### src/rtl/fanout_mon_pkg.sv
// Shared types, default parameters and helpers for the fanout lane monitor.
package fanout_mon_pkg;

    typedef enum logic [1:0] {
        IDLE   = 2'd0,
        SETTLE = 2'd1,
        CHECK  = 2'd2,
        FAULT  = 2'd3
    } mon_state_t;

    localparam int DEF_LANES         = 20;
    localparam int DEF_SETTLE_CYCLES = 2;
    localparam int DEF_ERR_THRESH    = 3;
    localparam int DEF_CNT_W         = 8;

    // popcount works on a fixed-width zero-padded vector so any lane count up to MAX_LANES fits
    localparam int MAX_LANES = 64;
    localparam int POP_W     = 7;

    function automatic logic [POP_W-1:0] popcount(input logic [MAX_LANES-1:0] v);
        logic [POP_W-1:0] n;
        n = '0;
        for (int i = 0; i < MAX_LANES; i++) begin
            n = n + POP_W'(v[i]);
        end
        return n;
    endfunction

endpackage

### src/rtl/fanout_lane_run_counter.sv
// Per-lane saturating consecutive-mismatch counter with a sticky error bit.
module lane_run_counter
    import fanout_mon_pkg::*;
#(
    parameter int ERR_THRESH = DEF_ERR_THRESH
) (
    input  logic clk,
    input  logic rst_n,
    input  logic check_en,
    input  logic mismatch,
    input  logic clr,
    output logic err
);

    localparam int            RW  = $clog2(ERR_THRESH + 1);
    localparam logic [RW-1:0] THR = RW'(ERR_THRESH);

    logic [RW-1:0] run;

    always_ff @(posedge clk) begin
        if (!rst_n) begin
            run <= '0;
            err <= 1'b0;
        end else if (clr) begin
            run <= '0;
            err <= 1'b0;
        end else if (check_en) begin
            if (mismatch) begin
                if (run != THR) begin
                    run <= run + 1'b1;
                end
                // error latches on the edge where the run reaches the threshold
                if (run >= THR - 1'b1) begin
                    err <= 1'b1;
                end
            end else begin
                run <= '0;
            end
        end
    end

endmodule

### src/rtl/fanout_lane_monitor.sv
// Samples replicated fanout-tree lanes, majority-votes them and flags lanes
// that persistently disagree with the source net.
module fanout_lane_monitor
    import fanout_mon_pkg::*;
#(
    parameter int LANES         = DEF_LANES,
    parameter int SETTLE_CYCLES = DEF_SETTLE_CYCLES,
    parameter int ERR_THRESH    = DEF_ERR_THRESH,
    parameter int CNT_W         = DEF_CNT_W
) (
    input  logic             clk,
    input  logic             rst_n,
    input  logic             en,
    input  logic             clr_err,
    input  logic             src_in,
    input  logic [LANES-1:0] lanes,
    output logic             voted,
    output logic [LANES-1:0] lane_err,
    output logic             fault,
    output logic [CNT_W-1:0] mismatch_cnt,
    output logic [1:0]       state_o
);

    localparam int               SW        = $clog2(SETTLE_CYCLES + 1);
    localparam logic [SW-1:0]    SETTLE_LD = SW'(SETTLE_CYCLES);
    localparam logic [POP_W-1:0] HALF      = POP_W'(LANES / 2);

    mon_state_t             state, state_nx;
    logic [SW-1:0]          settle_cnt, settle_nx;
    logic [LANES-1:0]       s1_lanes;
    logic                   s1_src, s2_src;
    logic                   src_edge, check_en;
    logic [LANES-1:0]       mism;
    logic [MAX_LANES-1:0]   lanes_pad;
    logic [POP_W-1:0]       pop;

    // Stage s1: input capture; s2 keeps the previous source for edge detection
    always_ff @(posedge clk) begin
        if (!rst_n) begin
            s1_lanes <= '0;
            s1_src   <= 1'b0;
            s2_src   <= 1'b0;
        end else begin
            s1_lanes <= lanes;
            s1_src   <= src_in;
            s2_src   <= s1_src;
        end
    end

    always_comb begin
        lanes_pad              = '0;
        lanes_pad[LANES-1:0]   = s1_lanes;
        pop                    = popcount(lanes_pad);
        src_edge               = s1_src ^ s2_src;
        mism                   = s1_lanes ^ {LANES{s1_src}};
        check_en = ((state == CHECK) || (state == FAULT)) && !src_edge
                   && (settle_cnt == '0) && !clr_err;
    end

    always_ff @(posedge clk) begin
        if (!rst_n) begin
            state      <= IDLE;
            settle_cnt <= '0;
        end else begin
            state      <= state_nx;
            settle_cnt <= settle_nx;
        end
    end

    always_comb begin
        state_nx  = state;
        settle_nx = settle_cnt;
        case (state)
            IDLE: begin
                if (en && !clr_err) begin
                    state_nx  = SETTLE;
                    settle_nx = SETTLE_LD;
                end
            end
            SETTLE: begin
                if (clr_err || src_edge) begin
                    settle_nx = SETTLE_LD;
                end else if (settle_cnt == SW'(1)) begin
                    state_nx  = CHECK;
                    settle_nx = '0;
                end else begin
                    settle_nx = settle_cnt - 1'b1;
                end
            end
            CHECK: begin
                if (clr_err) begin
                    state_nx  = SETTLE;
                    settle_nx = SETTLE_LD;
                end else if (|lane_err) begin
                    // FAULT keeps its own settle window if the edge coincides
                    state_nx  = FAULT;
                    settle_nx = src_edge ? SETTLE_LD : '0;
                end else if (src_edge) begin
                    state_nx  = SETTLE;
                    settle_nx = SETTLE_LD;
                end
            end
            FAULT: begin
                if (clr_err) begin
                    state_nx  = SETTLE;
                    settle_nx = SETTLE_LD;
                end else if (src_edge) begin
                    settle_nx = SETTLE_LD;
                end else if (settle_cnt != '0) begin
                    settle_nx = settle_cnt - 1'b1;
                end
            end
            default: begin
                state_nx  = IDLE;
                settle_nx = '0;
            end
        endcase
        if (!en) begin
            state_nx = IDLE;
        end
    end

    for (genvar i = 0; i < LANES; i++) begin : g_lane
        lane_run_counter #(
            .ERR_THRESH(ERR_THRESH)
        ) u_run (
            .clk      (clk),
            .rst_n    (rst_n),
            .check_en (check_en),
            .mismatch (mism[i]),
            .clr      (clr_err),
            .err      (lane_err[i])
        );
    end

    // Stage s2 outputs: vote and total mismatch count
    always_ff @(posedge clk) begin
        if (!rst_n) begin
            voted        <= 1'b0;
            mismatch_cnt <= '0;
        end else begin
            if (state != IDLE) begin
                if (pop > HALF) begin
                    voted <= 1'b1;
                end else if (pop < HALF) begin
                    voted <= 1'b0;
                end
            end
            if (clr_err) begin
                mismatch_cnt <= '0;
            end else if (check_en && (|mism) && (mismatch_cnt != '1)) begin
                mismatch_cnt <= mismatch_cnt + 1'b1;
            end
        end
    end

    assign fault   = |lane_err;
    assign state_o = state;

endmodule

### config.mk
export PLATFORM = sky130hd
export DESIGN_NAME = fanout_lane_monitor
export DESIGN_NICKNAME = d
export VERILOG_FILES = /design/src/rtl/fanout_mon_pkg.sv /design/src/rtl/fanout_lane_run_counter.sv /design/src/rtl/fanout_lane_monitor.sv
export SDC_FILE = /design/constraint.sdc
export NUM_CORES = 1
export LEC_CHECK = 0
export CAP_MARGIN = 20
export CORE_UTILIZATION = 47
export DETAILED_ROUTE_END_ITERATION = 8
export PLACE_DENSITY = 0.64
export SKIP_LAST_GASP = 1
export SYNTH_ARGS = -nofsm -noshare
export SYNTH_HDL_FRONTEND = slang
export SYNTH_SLANG_ARGS = --single-unit
### constraint.sdc
create_clock -name clk -period 8.3 [get_ports clk]
set_input_delay 1.66 -clock clk [delete_from_list [all_inputs] [get_ports clk]]
set_output_delay 1.66 -clock clk [all_outputs]
set_load 0.1 [all_outputs]
Yosys cells after proc, flatten, opt, wreduce, memory -nomap -nowiden. Index checks and enable logic that the tools add are counted.

Output and inout bits: 32. Bits in read-only memories: 0. Bits in writable memories: 0. Flip-flop bits (word level): 95. Input port bits: 25. Bits in latches: 0. Word-level logic and storage cells: 287. Memories kept: 0.

Div/mod/pow operators: 0. Equality and inequality tests: 51. Bitwise logic cells: 3. Shift operators: 0. Add/subtract/negate cells: 41. Muxes and demuxes: 61. Reductions and logical operators: 62. Order comparisons: 22. Multipliers: 0.

Operators with widths (number): $mux W2 (57); $add A7 B1 Y7 (13); $reduce_and A3 Y1 (21); $ne A2 B2 Y1 const B (24); $reduce_and A2 Y1 (22); $add A2 B1 Y2 const B (20); $ge A2 B2 Y1 const B (20); $ne A2 B1 Y1 const B (20); $reduce_or A20 Y1 (2); $xor A20 B20 Y20 (1); $pmux W2 S4 (2); $add A8 B1 Y8 const B (1); $ne A8 B8 Y1 const B (1); $add A6 B1 Y7 (1); $gt A7 B4 Y1 const B (1); $lt A7 B4 Y1 const B (1); $add A5 B1 Y6 (1); $logic_and A1 B1 Y1 (6); $reduce_bool A2 Y1 (3); $add A4 B1 Y5 (1); $reduce_and A5 Y1 (1); $add A3 B1 Y4 (1); $eq A2 B1 Y1 const B (2); $eq A2 B2 Y1 const B (2); 12 further kinds (16).

Depth between registers and ports, before layout.
Depth after elaboration: 22. Depth in mapped cells: 15. Depth with buffers taken out: 15.

Modules after synthesis. A second synthesis with hierarchy kept.

Cells, all modules: 612. Area total of the unflattened synthesis: 5726.7 µm².

Modules (own cells, without submodules): lane_run_counter (cells an instance 17, area each 165.2 µm², seq. area each 60.1 µm², times used 20); fanout_lane_monitor (cells an instance 272, area each 2423.6 µm², seq. area each 700.7 µm², times used 1).

Worst setup path after synthesis. OpenSTA, ideal clock, no wires.

Path type: register to register. Start point: register s1_lanes[0]. End point: register voted. Buffers on the path: 0. Arrival: 4070 ps. Clock period less this slack: 4130 ps. Stages on the path, launching flop included: 15. Data required time: 8240 ps. Setup slack: 4170 ps. Library setup time: 60 ps. Path through: dfxtp_1 inv_1 fa_1 fa_1 fa_1 fa_1 fa_1 inv_1 ha_1 fa_1 xnor2_1 a21oi_1 a21oi_1 o22ai_1 and2_1.

Word-level cells in the longest chain between the ends: 22. Elaborated cells between the ends (all ways): 24. Classes of those cells: add/sub: 19; order compare: 2; mux: 1; reduce/logical: 2.

RTL lines: start, declared (RTL line fanout_lane_monitor.sv:30) `logic [LANES-1:0] s1_lanes;`; start signal, assigned (RTL line fanout_lane_monitor.sv:44) `s1_lanes <= lanes;`; $add A1 B1 Y2 * (RTL line fanout_mon_pkg.sv:24) `n = n + POP_W'(v[i]);`; $add A2 B1 Y3 * (RTL line fanout_mon_pkg.sv:24); $add A3 B1 Y4 * (RTL line fanout_mon_pkg.sv:24); $add A4 B1 Y5 * (RTL line fanout_mon_pkg.sv:24); $add A5 B1 Y6 * (RTL line fanout_mon_pkg.sv:24); $add A6 B1 Y7 * (RTL line fanout_mon_pkg.sv:24); $add A7 B1 Y7 * (13 in a row) (RTL line fanout_mon_pkg.sv:24); $gt A7 B4 Y1 / $lt A7 B4 Y1 (equally long branches) (RTL line fanout_lane_monitor.sv:143, fanout_lane_monitor.sv:145); $reduce_bool A2 Y1 (no line); $reduce_and A2 Y1 (no line); end signal, assigned (RTL line fanout_lane_monitor.sv:139) `voted <= 1'b0;`; end signal, assigned (RTL line fanout_lane_monitor.sv:144) `voted <= 1'b1;`; end signal, assigned (RTL line fanout_lane_monitor.sv:146) `voted <= 1'b0;`; end, declared (RTL line fanout_lane_monitor.sv:17) `output logic voted,`.

Every way passes the cells marked *; elsewhere a longest branch is shown, timed or not. A chain may end at the register's enable or synchronous reset.

Worst setup path in the final report. Same ends and word-level chain as after synthesis.

==> reports/qor.yml <==
timing:
  hold_violations: 0
  rsz0062_at_grt: "false"
  setup_violations: 0
  finalCritPeriodShare: 0.523
  max_freq_mhz: 230
  skew_ns: 0.00504
  maxSlewViolCount: 0
  relSlewSlack: 0.333
  period_minus_slack_ns: 4.34
  tightest_slew_ns: 0.998
  setup-tns-final_ns: 0
global_route:
  antenna_found_initial: 0
  gr-total-overflow: 0
  grt_pass1_wl_um: 18800
  grt_pass1_vias: 4127
  global_route.usage.total: 0.189
  grt_max_degree: 57
power_and_ir_drop:
  leakagePower_nw: 2.44
  power_density_nw_per_um2: 160
  ir_drop_v: 0.000103
synthesis:
  synth_fp_nets: 729
  synth-edff-count: 0
  syn_area_um2: 5650
  synth-main-ff-cell: "dfxtp_1"
  synthArstFlopShare: 0
  yosysSeqAreaShare: 0.337
  syn_inst: 634
  ys_ff_latch: 95
  synth.avg_cell_area_um2: 8.91
  synth_cell_types: 46
  synth-warning-count: 0
layout:
  area_delta_synth_final_pct: 13.1
  final_layout_size_suffix_gt1_frac: 0.0436
  nets: 759
  fin_area_um2: 6390
  n_antenna_cell: 0
die:
  fp-row-count: 39
  io_pins: 57
  die_h_um: 112
  initial_core_util: 0.488
  fp.dieW_um: 112
  die_area_um2: 12500
  core-area_um2: 11600
drt:
  vias: 4175
  wl_um: 11100
  route.detailed.drc: 6
  firstDrtPassIters: 8
  wl_per_cell_um: 13.8
  drt_iter0_drc: 192
  ant_nets: 0
  viasPerCell: 5.17
setup_path:
  start_kind: "flop"
  crit_fanout: 4
  crit_type: "flop to flop"
  cp.required_ns: 8.54
  crit_arrival_ns: 4.58
  endpoint_kind: "flop"
clock_network:
  htreeDepth: 3
  path_clk_slew_ns: 0.06
  clock_latency_ns: 0.34
  cts_tree: "built"
  post-cts-setup-buffers: 0
  clock_path_buffers: 2
  cts.sinks: 95
  cts_buffers: 9
  hold_buffers: 0
  root_buffer: "clkbuf_16"
  cts_resized: 0
run_status:
  violations: "design-rule violations"
  status: "finished, violations left"
placement:
  placed_cell_area_um2: 6150
  hpwl_um: 8530
  io_buffers: 56
  place.gp.congestion: 0.804
job:
  cap_violations: 0
worst_hold_path:
  hp-class: "flop to flop"
flip-flops by register name, indices dropped and copies added (netlist names):
signal / count
g_lane.u_run.run: 40
s1_src: 1
settle_cnt: 2
g_lane.u_run.err: 20
voted: 1
s1_lanes: 20
state_o: 2
s2_src: 1
mismatch_cnt: 8
routing by layer:
layer	global-route usage	part of all wire
met5	0	0
met4	0.0856	0.020
met2	0.311	0.46
met1	0.246	0.49
met3	0.0272	0.031
cells in the mapped netlist, types with 6 or more instances:
library cell	count	area (um^2)
a21oi_1	45	225
a2bb2oi_1	15	131
and2_1	24	150
buf_4	25	188
clkbuf_1	10	37.5
dfxtp_1	95	1900
fa_1	14	280
ha_1	56	701
inv_1	86	323
mux2i_1	14	140
nand2_1	67	251
nand2b_1	22	138
nand3_1	7	35.0
nand3b_1	20	150
nor2_1	31	116
o211ai_1	20	150
or4_1	6	45.0
xor2_1	20	175
cell families (layout without fill, tap and decap cells):
family          Yosys count  in the layout  synth area share
simple gates            197            197             0.180
mux                      19             19            0.0348
fa+ha+maj                70             70             0.174
xor+xnor                 23             23            0.0390
flops                    95             95             0.337
buf+inv                 125            156             0.105
compound gates          105            105             0.131
stage by stage:
| stage | util | std cells | setup slack, ns | hold WS, ns | total power [mW] |
|---|---|---|---|---|---|
| finish | 0.552 | 808 | 3.96 | 0.457 | 1.02 |
| global route | 0.552 | 808 | 3.72 | 0.484 | 1.09 |
| CTS | 0.552 | 808 | 3.93 | 0.461 | 1.03 |
| detailed placement | 0.532 | 796 | 3.95 | 0.452 | 0.674 |
| global placement | 0.530 | 795 | 4.04 | 0.449 | 0.664 |
| floorplan | - | 634 | 4.17 | 0.433 | 0.624 |
report_power, final:
group / leakage (nW) / switching (mW) / internal, mW / total [mW]
sequential: 0.771 / 0.00794 / 0.463 / 0.471
combinational: 1.55 / 0.109 / 0.0827 / 0.192
clock: 0.123 / 0.165 / 0.195 / 0.359
critical path, cell delays in order, from the launching register on:
cell and delay [ns]:
dfxtp_1 0.39, inv_1 0.08, fa_1 0.56, fa_1 0.45, fa_1 0.57, fa_1 0.44
fa_1 0.49, inv_1 0.05, ha_1 0.20, fa_1 0.41, a21oi_1 0.18, nor2_1 0.05
nor3_1 0.12, o22ai_1 0.09, and2_1 0.15
worst paths after layout:
kind / endpoint / cells past startpoint / slack [ns] / from
max: voted / 14 / 3.96 / s1_lanes[0]
min: g_lane[6].u_run.err / 2 / 0.46 / g_lane[6].u_run.err
max reg2reg: voted / 14 / 3.96 / s1_lanes[0]
min reg2reg: g_lane[6].u_run.err / 2 / 0.46 / g_lane[6].u_run.err
layout by cell type (no fill, tap or decap), types with 22 or more instances in the layout:
| cell type | count |
|---|---|
| nor2_1 | 31 |
| dfxtp_1 | 95 |
| clkdlybuf4s50_1 | 56 |
| nand2_1 | 66 |
| inv_1 | 86 |
| ha_1 | 56 |
| and2_1 | 24 |
| nand2b_1 | 22 |
| a21oi_1 | 45 |
area by class of cell:
cell class | count | area (um^2)
tap | 143 | 179
timing repair buffer | 58 | 588
inverter | 86 | 323
fill | 1052 | 5180
clock buffer | 9 | 225
multi-input combinational | 414 | 3160
clock inverter | 3 | 15.0
sequential | 95 | 1900
(Power assumes the default switching activity.)
